`config.mk`:
```
export PLATFORM = sky130hd
export DESIGN_NAME = flash_sample_reader
export DESIGN_NICKNAME = d
export VERILOG_FILES = /design/src/rtl/flash_sample_reader.sv
export SDC_FILE = /design/constraint.sdc
export NUM_CORES = 1
export LEC_CHECK = 0
export ABC_AREA = 1
export BUFFER_PORTS_ARGS = -buffer_cell sky130_fd_sc_hd__buf_2
export CAP_MARGIN = 20
export CORE_MARGIN = 8
export CORE_UTILIZATION = 57
export DETAILED_ROUTE_END_ITERATION = 10
export GPL_TIMING_DRIVEN = 0
export PLACE_DENSITY = 0.91
export SETUP_SLACK_MARGIN = 0.3
export SYNTH_ARGS = -nofsm -noshare
export SYNTH_HDL_FRONTEND = slang
export SYNTH_SLANG_ARGS = --single-unit
```
`constraint.sdc`:
```
create_clock -name clk50M -period 5 [get_ports clk50M]
set_input_delay 0.25 -clock clk50M [delete_from_list [all_inputs] [get_ports clk50M]]
set_output_delay 0.25 -clock clk50M [all_outputs]
set_load 0.01 [all_outputs]
```
`src/rtl/flash_sample_reader.sv`:
```
`default_nettype none
// ============================================================================
// Module      : flash_sample_reader
// Description : Streams fixed-width audio samples out of a word-wide flash.
//               One word is fetched at a time, then its sample lanes are
//               handed out one per sample_req. Word addresses walk upward or
//               downward between start_addr and end_addr, and either wrap
//               (loop) or stop in DONE at the boundary. Requests that arrive
//               while a word is still being fetched are counted as underruns.
// Ports       : clk50M, rst_n            - clock, async active-low reset
//               play_en, restart         - run/pause level, abort pulse
//               dir_rev, loop_en         - walk direction, wrap enable
//               start_addr, end_addr     - word address window
//               sample_req               - audio-rate consume strobe
//               flash_*                  - single-outstanding read master
//               sample_out, sample_valid - current sample and update strobe
//               busy, done, underrun_cnt - status
// Revision    : 1.0 - initial release
// ============================================================================
module flash_sample_reader #(
  parameter int DATA_W   = 32,
  parameter int SAMPLE_W = 16,
  parameter int ADDR_W   = 23
) (
  input  logic                clk50M,
  input  logic                rst_n,
  input  logic                play_en,
  input  logic                restart,
  input  logic                dir_rev,
  input  logic                loop_en,
  input  logic [ADDR_W-1:0]   start_addr,
  input  logic [ADDR_W-1:0]   end_addr,
  input  logic                sample_req,
  output logic                flash_read,
  output logic [ADDR_W-1:0]   flash_address,
  input  logic                flash_waitrequest,
  input  logic                flash_readdatavalid,
  input  logic [DATA_W-1:0]   flash_readdata,
  output logic [SAMPLE_W-1:0] sample_out,
  output logic                sample_valid,
  output logic                busy,
  output logic                done,
  output logic [7:0]          underrun_cnt
);

  localparam int c_lanes  = DATA_W / SAMPLE_W;
  localparam int c_lane_w = (c_lanes > 1) ? $clog2(c_lanes) : 1;
  localparam logic [c_lane_w-1:0] c_lane_last = c_lane_w'(c_lanes - 1);
  localparam logic [c_lane_w-1:0] c_lane_one  = c_lane_w'(1);
  localparam logic [ADDR_W-1:0]   c_addr_one  = ADDR_W'(1);

  typedef enum logic [2:0] {
    S_IDLE  = 3'd0,
    S_FETCH = 3'd1,
    S_WAIT  = 3'd2,
    S_HOLD  = 3'd3,
    S_DONE  = 3'd4
  } state_t;

  state_t                           r_state;
  logic [ADDR_W-1:0]                r_addr;
  logic [DATA_W-1:0]                r_buffer;
  logic [c_lane_w-1:0]              r_lane;
  logic                             r_restart_pend;

  logic [c_lanes-1:0][SAMPLE_W-1:0] w_lanes;
  logic                             w_req;
  logic [ADDR_W-1:0]                w_reload;
  logic [ADDR_W-1:0]                w_step;
  logic                             w_boundary;
  logic [c_lane_w-1:0]              w_first_lane;
  logic [c_lane_w-1:0]              w_last_lane;
  logic [7:0]                       w_underrun_inc;

  // Lane 0 occupies the least significant bits of the flash word.
  assign w_lanes        = r_buffer;
  assign w_req          = play_en & sample_req;
  assign w_reload       = dir_rev ? end_addr : start_addr;
  // Modulo arithmetic: a window with start > end wraps through address 0.
  assign w_step         = dir_rev ? (r_addr - c_addr_one) : (r_addr + c_addr_one);
  assign w_boundary     = (r_addr == (dir_rev ? start_addr : end_addr));
  assign w_first_lane   = dir_rev ? c_lane_last : '0;
  assign w_last_lane    = dir_rev ? '0 : c_lane_last;
  assign w_underrun_inc = (underrun_cnt == 8'hFF) ? 8'hFF : (underrun_cnt + 8'd1);

  assign busy = (r_state != S_IDLE) && (r_state != S_DONE);
  assign done = (r_state == S_DONE);

  always_ff @(posedge clk50M or negedge rst_n) begin
    if (!rst_n) begin
      r_state        <= S_IDLE;
      r_addr         <= '0;
      r_buffer       <= '0;
      r_lane         <= '0;
      r_restart_pend <= 1'b0;
      flash_read     <= 1'b0;
      flash_address  <= '0;
      sample_out     <= '0;
      sample_valid   <= 1'b0;
      underrun_cnt   <= '0;
    end else begin
      sample_valid <= 1'b0;
      case (r_state)
        S_IDLE: begin
          if (restart) begin
            underrun_cnt <= '0;
          end else if (play_en) begin
            r_addr        <= w_reload;
            flash_address <= w_reload;
            flash_read    <= 1'b1;
            r_state       <= S_FETCH;
          end
        end

        S_FETCH: begin
          // A restart cannot abandon an issued read; remember it until the
          // data returns so only one read is ever outstanding.
          if (restart) r_restart_pend <= 1'b1;
          if (w_req)   underrun_cnt   <= w_underrun_inc;
          if (!flash_waitrequest) begin
            flash_read <= 1'b0;
            r_state    <= S_WAIT;
          end
        end

        S_WAIT: begin
          if (flash_readdatavalid) begin
            if (restart || r_restart_pend) begin
              // Returned word is dropped; abort lands in IDLE.
              r_restart_pend <= 1'b0;
              underrun_cnt   <= '0;
              r_state        <= S_IDLE;
            end else begin
              r_buffer <= flash_readdata;
              r_lane   <= w_first_lane;
              r_state  <= S_HOLD;
              if (w_req) underrun_cnt <= w_underrun_inc;
            end
          end else begin
            if (restart) r_restart_pend <= 1'b1;
            if (w_req)   underrun_cnt   <= w_underrun_inc;
          end
        end

        S_HOLD: begin
          if (restart) begin
            underrun_cnt <= '0;
            r_state      <= S_IDLE;
          end else if (w_req) begin
            sample_out   <= w_lanes[r_lane];
            sample_valid <= 1'b1;
            if (r_lane == w_last_lane) begin
              if (!w_boundary || loop_en) begin
                r_addr        <= w_boundary ? w_reload : w_step;
                flash_address <= w_boundary ? w_reload : w_step;
                flash_read    <= 1'b1;
                r_state       <= S_FETCH;
              end else begin
                r_state <= S_DONE;
              end
            end else begin
              r_lane <= dir_rev ? (r_lane - c_lane_one) : (r_lane + c_lane_one);
            end
          end
        end

        S_DONE: begin
          if (restart) begin
            underrun_cnt <= '0;
            r_state      <= S_IDLE;
          end
        end

        default: r_state <= S_IDLE;
      endcase
    end
  end

endmodule
`default_nettype wire

```
After elaboration in Yosys (flattened, before gate mapping)
Cells that the tools add are included.
W data, S select, Z words.
- multiplexer cells: 54
- equal/unequal tests: 23
- reductions and logical operators: 20
- order comparisons: 1
- bitwise operators: 3
- add/subtract/negate cells: 5
- operators with widths (kind ; count):
    $mux W23 ; 10
    $pmux W23 S2 ; 1
    $mux W8 ; 5
    $mux W16 ; 2
    $mux W3 ; 9
    $pmux W8 S3 ; 1
    $add A23 B1 Y23 const B ; 1
    $eq A23 B23 Y1 ; 1
    $sub A23 B1 Y23 const B ; 1
    $ne A2 B2 Y1 const B ; 11
    $mux W1 ; 21
    $pmux W3 S5 ; 1
    $reduce_and A7 Y1 ; 2
    $ne A3 B3 Y1 const B ; 4
    $reduce_bool A3 Y1 ; 3
    $add A8 B1 Y8 const B ; 1
    $eq A8 B8 Y1 const B ; 1
    $reduce_and A8 Y1 ; 1
    $eq A3 B2 Y1 const B ; 2
    $reduce_and A3 Y1 ; 2
    $reduce_and A6 Y1 ; 1
    $reduce_bool A2 Y1 ; 3
    $pmux W1 S2 ; 2
    $reduce_and A2 Y1 ; 2
    16 further kinds ; 18
- input port bits: 87
- bits in registers: 86
- logic and storage cells: 115
- output and inout port bits: 51

Logic depth before layout (Yosys ltp)
- depth in word-level cells: 9
- mapped depth: 17
- gate-level depth less buffers: 16

Worst setup path after synthesis
Ideal clock, no wire load.
- kind: reg-to-reg
- start point: reg r_state[2]
- end point: reg r_addr[19]
- setup time: 118 ps
- required time: 4882 ps
- cell stages (with the launch flop): 11
- arrival: 1753 ps
- path buffers: 2
- period minus slack after synthesis: 1871 ps
- setup slack: 3129 ps
- cell sequence: dfrtp_1 > inv_2 > nand2_1 > nor2_4 > inv_2 > a2111oi_4 > nand2_2 > buf_4 > buf_6 > nand2_1 > nand2_1
- word-level cells in the longest chain between the ends: 3
- elaborated cells on any way between the ends: 11
- those cells by class: eq/ne: 7; mux: 1; reduce/logical: 3
- RTL lines (element ; line ; source):
    start: declaration ; 60 ; state_t r_state;
    start signal: assignment ; 91 ; r_state <= S_IDLE;
    start signal: assignment ; 111 ; r_state <= S_FETCH;
    start signal: assignment ; 122 ; r_state <= S_WAIT;
    $eq A3 B2 Y1 / $logic_not A3 Y1 (equally long branches) ; 103 ; case (r_state)
    $ne A2 B2 Y1 (no source line) / $reduce_bool A2 Y1 (equally long branches) ; - ;
    $reduce_and A7 Y1 (no source line) ; - ;
    end signal: assignment ; 108 ; r_addr <= w_reload;
    end signal: assignment ; 154 ; r_addr <= w_boundary ? w_reload : w_step;
    end: declaration ; 61 ; logic [ADDR_W-1:0] r_addr;
Several ways; a longest one is shown, not always the timed one.
A chain may end at the register's enable or synchronous reset.

Final worst setup path
- start point: in dir_rev
- end point: reg r_addr[20]
- word-level cells in the longest chain between the ends: 8
- elaborated cells on any way between the ends: 19
- those cells by class: eq/ne: 4; mux: 12; reduce/logical: 3
- RTL lines (element ; line ; source):
    start: declaration ; 29 ; input logic dir_rev,
    $mux W23 ; 81 ; assign w_boundary = (r_addr == (dir_rev ? start_addr : end_addr));
    $eq A23 B23 Y1 ; 81 ;
    $mux W23 ; 154 ;
    $mux W23 ; 153 ; if (!w_boundary || loop_en) begin
    $mux W23 ; 152 ; if (r_lane == w_last_lane) begin
    $mux W23 ; 149 ; end else if (w_req) begin
    $mux W23 ; 146 ; if (restart) begin
    $pmux W23 S2 ; 103 ;
Several ways; a longest one is shown, not always the timed one. The select of a mux whose other input is x is not followed.

==> impl_metrics.env <==
export IMPL_wl_mm=22.28
export IMPL_cp_start_kind="input pin"
export IMPL_worst_slew_pin_slew_ns=0.8331
export IMPL_grt_overflow_total=0
export IMPL_finClkSkew_ns=0.009455
export IMPL_cell_internal_pwr_w=0.002230
export IMPL_p_per_area_nw_per_um2=540.2
export IMPL_dp_hpwl_mm=16.51
export IMPL_r2r_setup_slack_ns=2.68
export IMPL_ys_seq_area_share_pct=32.03
export IMPL_ant_nets=0
export IMPL_fmax_ghz=0.3937
export IMPL_synth_cells=1033
export IMPL_die_w_microns=124.6
export IMPL_peakVddDrop_mv=0.4017
export IMPL_fin_nets=1293
export IMPL_track_usage_pct=28.37
export IMPL_seq_power_share_pct=30.0
export IMPL_slew_viol_final=0
export IMPL_finalCritPeriodShare_pct=50.80
export IMPL_finalPower_w=0.004283
export IMPL_num_rows=39
export IMPL_holdPathStages=2
export IMPL_post_cts_setup_buffers=0
export IMPL_r2r_end="r_addr[14]"
export IMPL_cp_arrival_ns=2.77
export IMPL_met2_usage_pct=45.65
export IMPL_grt_setup_unrepaired="false"
export IMPL_final_setup_tns_ns=0
export IMPL_ys_warnings_count=0
export IMPL_min_from="flash_readdata[24]"
export IMPL_pwr_share_clk_pct=16.0
export IMPL_cp_max_fo=26
export IMPL_synthDistinctLibCells=38
export IMPL_hold_end="r_buffer[24]"
export IMPL_finish_utilization_pct=69.13
export IMPL_p_leak_nw=4.507
export IMPL_comb_power_share_pct=53.9
export IMPL_placement_setup_worst_slack_ns=2.191
export IMPL_vias_per_cell=5.612
export IMPL_clk_insertion_delay_late_ns=0.35
export IMPL_antenna_found_initial=1
export IMPL_via_count=7475
export IMPL_die_area_sq_um=15520
export IMPL_critPathCaptureType="flip-flop"
export IMPL_drive_gt1_share_pct=18.35
export IMPL_synth_area_leader_cell="dfrtp_1"
export IMPL_ioPinCount=138
export IMPL_port_buffers=137
export IMPL_drt_iter0_drc=811
export IMPL_grt_first_pass_wirelength_mm=36.14
export IMPL_crit_type="input pin to flip-flop"
export IMPL_syn_area_sq_um=6719
export IMPL_reg2reg_depth=10
export IMPL_p_sw_w=0.002053
export IMPL_cts_resized=0
export IMPL_gp_congestion=0.9629
export IMPL_initial_core_util_pct=58.59
export IMPL_core_sq_um=11470
export IMPL_htree_levels=3
export IMPL_synth_area_per_cell_sq_um=6.504
export IMPL_routedWlPerCell_microns=16.73
export IMPL_drc=0
export IMPL_maxCapViolCount=0
export IMPL_swShare_pct=47.94
export IMPL_worst_slack_ns=2.460
export IMPL_setup_viol=0
export IMPL_grt_use_met1_pct=35.90
export IMPL_hold_violations=0
export IMPL_die_h_microns=124.6
export IMPL_grt_max_degree=63
export IMPL_cts_path_max_buffers=2
export IMPL_finalCriticalPeriod_ns=2.540
export IMPL_critPathRequiredTime_ns=5.23
export IMPL_grt_most_used_layer="met2"
export IMPL_cts_hold_buf=1
export IMPL_status="finished clean"
export IMPL_synth_seq_cells=86
export IMPL_numCtsBuffers=9
export IMPL_synth_fp_nets=1143
export IMPL_slew_limit_headroom_pct=44.46
export IMPL_synth_top_area_share_pct=32.03
export IMPL_reg2reg_from="r_state[2]"
export IMPL_first_pass_iters=5
export IMPL_synth_area_leaders="dfrtp_1 32%, nand2_1 25%, inv_1 6.6%"
export IMPL_grt_pass1_vias=7204
export IMPL_clock_sinks=86
export IMPL_syn_to_final_growth_pct=17.99
export IMPL_clkTransAtPathRegs_ns=0.07
export IMPL_clockRootBuffer="clkbuf_16"
export IMPL_cts_tree="yes"
export IMPL_gr_usage_met3_pct=6.511
export IMPL_hp_class="input pin to flip-flop"
-- layout by cell type (no fill, tap or decap), drive strengths merged, types with 16 or more instances in the layout --
cell / n
a21oi: 26
a31oi: 16
buf: 161
dfrtp: 86
ha: 22
inv: 126
mux2: 32
nand2: 441
nand3: 77
nor2: 74
o21ai: 38
-- cell families (layout without fill, tap and decap cells) --
| logic type | count (synthesis) | after routing | synth area share (%) |
|---|---|---|---|
| and+or+nand+nor | 628 | 628 | 38.34 |
| buffers and inverters | 154 | 309 | 9.534 |
| AOI/OAI and AO/OA | 91 | 91 | 7.747 |
| DFF | 86 | 86 | 32.03 |
| muxes | 38 | 38 | 6.257 |
| adders and majority gates | 23 | 23 | 4.395 |
| xor gates and xnor gates | 13 | 13 | 1.695 |
| other | 0 | 1 | 0 |
-- cells in the mapped netlist --
| cell | number |
|---|---|
| a31oi_1 | 16 |
| ha_1 | 22 |
| nor2_4 | 1 |
| o21a_1 | 2 |
| mux2_2 | 32 |
| a21oi_1 | 26 |
| nand2_1 | 439 |
| xnor2_1 | 10 |
| xor2_1 | 3 |
| nand3_1 | 77 |
| nand3b_1 | 8 |
| mux2i_1 | 6 |
| a211oi_1 | 1 |
| nor2_1 | 71 |
| buf_4 | 5 |
| nand2_2 | 2 |
| o2111ai_1 | 2 |
| or2_2 | 1 |
| fa_1 | 1 |
| a2111oi_4 | 1 |
| o21bai_1 | 1 |
| buf_6 | 4 |
| o21ai_0 | 28 |
| dfrtp_1 | 86 |
| nor2_2 | 2 |
| inv_1 | 119 |
| buf_2 | 11 |
| clkbuf_1 | 6 |
| inv_2 | 4 |
| and2_1 | 2 |
| nand4_1 | 14 |
| nor3_1 | 8 |
| buf_1 | 3 |
| o21ai_1 | 10 |
| nand4_4 | 1 |
| clkinv_1 | 2 |
| o22ai_1 | 4 |
| nor4_1 | 2 |
-- power groups by stage --
stage | Combinational (W) | Sequential, W | Clock (W)
2_1_floorplan | 0.00153 | 0.00127 | 0
3_3_place_gp | 0.00217 | 0.00125 | 0
3_5_place_dp | 0.00224 | 0.00127 | 0
4_1_cts | 0.00228 | 0.00127 | 0.000688
5_1_grt | 0.00258 | 0.00131 | 0.000718
6_report | 0.00231 | 0.00129 | 0.000687
-- critical path: stages --
cell and delay, ns:
buf_2 0.47, buf_2 0.40, nand2_1 0.14, nand3b_1 0.12
nand2_1 0.10, nor2_1 0.09, nand2_1 0.07, nor2_2 0.20
nand3_1 0.24, nand2_2 0.21, buf_4 0.24, nand2_1 0.07
nand4_1 0.09, nand2_1 0.05
-- registers in the layout, summed over array words and instances, names as in the netlist, 3 cells and up --
name	cells
r_addr	23
r_buffer	32
r_state	3
sample_out	16
underrun_cnt	8
-- routing by layer --
metal,up-vias,share of wire (%)
li1,3596,-
met1,3386,40
met2,423,46
met3,68,11
met4,2,3.3
met5,-,0.072
-- metrics by stage --
step                hold WS, ns  cells  cell area (sq um)
finish                   0.1282   1332               7928
global route             0.1249   1331               7925
CTS                      0.1234   1331               7925
detailed placement       0.2017   1314               7614
global placement         0.4504   1313               7584
floorplan              -0.04559   1033               6719
-- worst max-delay path by stage --
stage	start	end	slack [ns]	depth (start not counted)
floorplan	r_state[2]	r_addr[19]	3.13	10
global placement	dir_rev	r_addr[20]	2.26	14
detailed placement	dir_rev	r_addr[20]	2.19	14
CTS	dir_rev	r_addr[20]	2.57	14
global route	dir_rev	r_addr[10]	2.32	17
finish	dir_rev	r_addr[20]	2.46	14
-- cell type report --
class,count,area [sq um]
inverters,125,469.2
fillers,954,3540
clock inverters,7,76.32
multi-input cells,793,3926
plain buffers,29,171.4
diodes,1,2.502
flip-flops and latches,86,2152
well taps,143,178.9
clock buffers,9,225.2
repair buffers,139,725.7
Note: power is estimated with default switching activity, not from simulation.
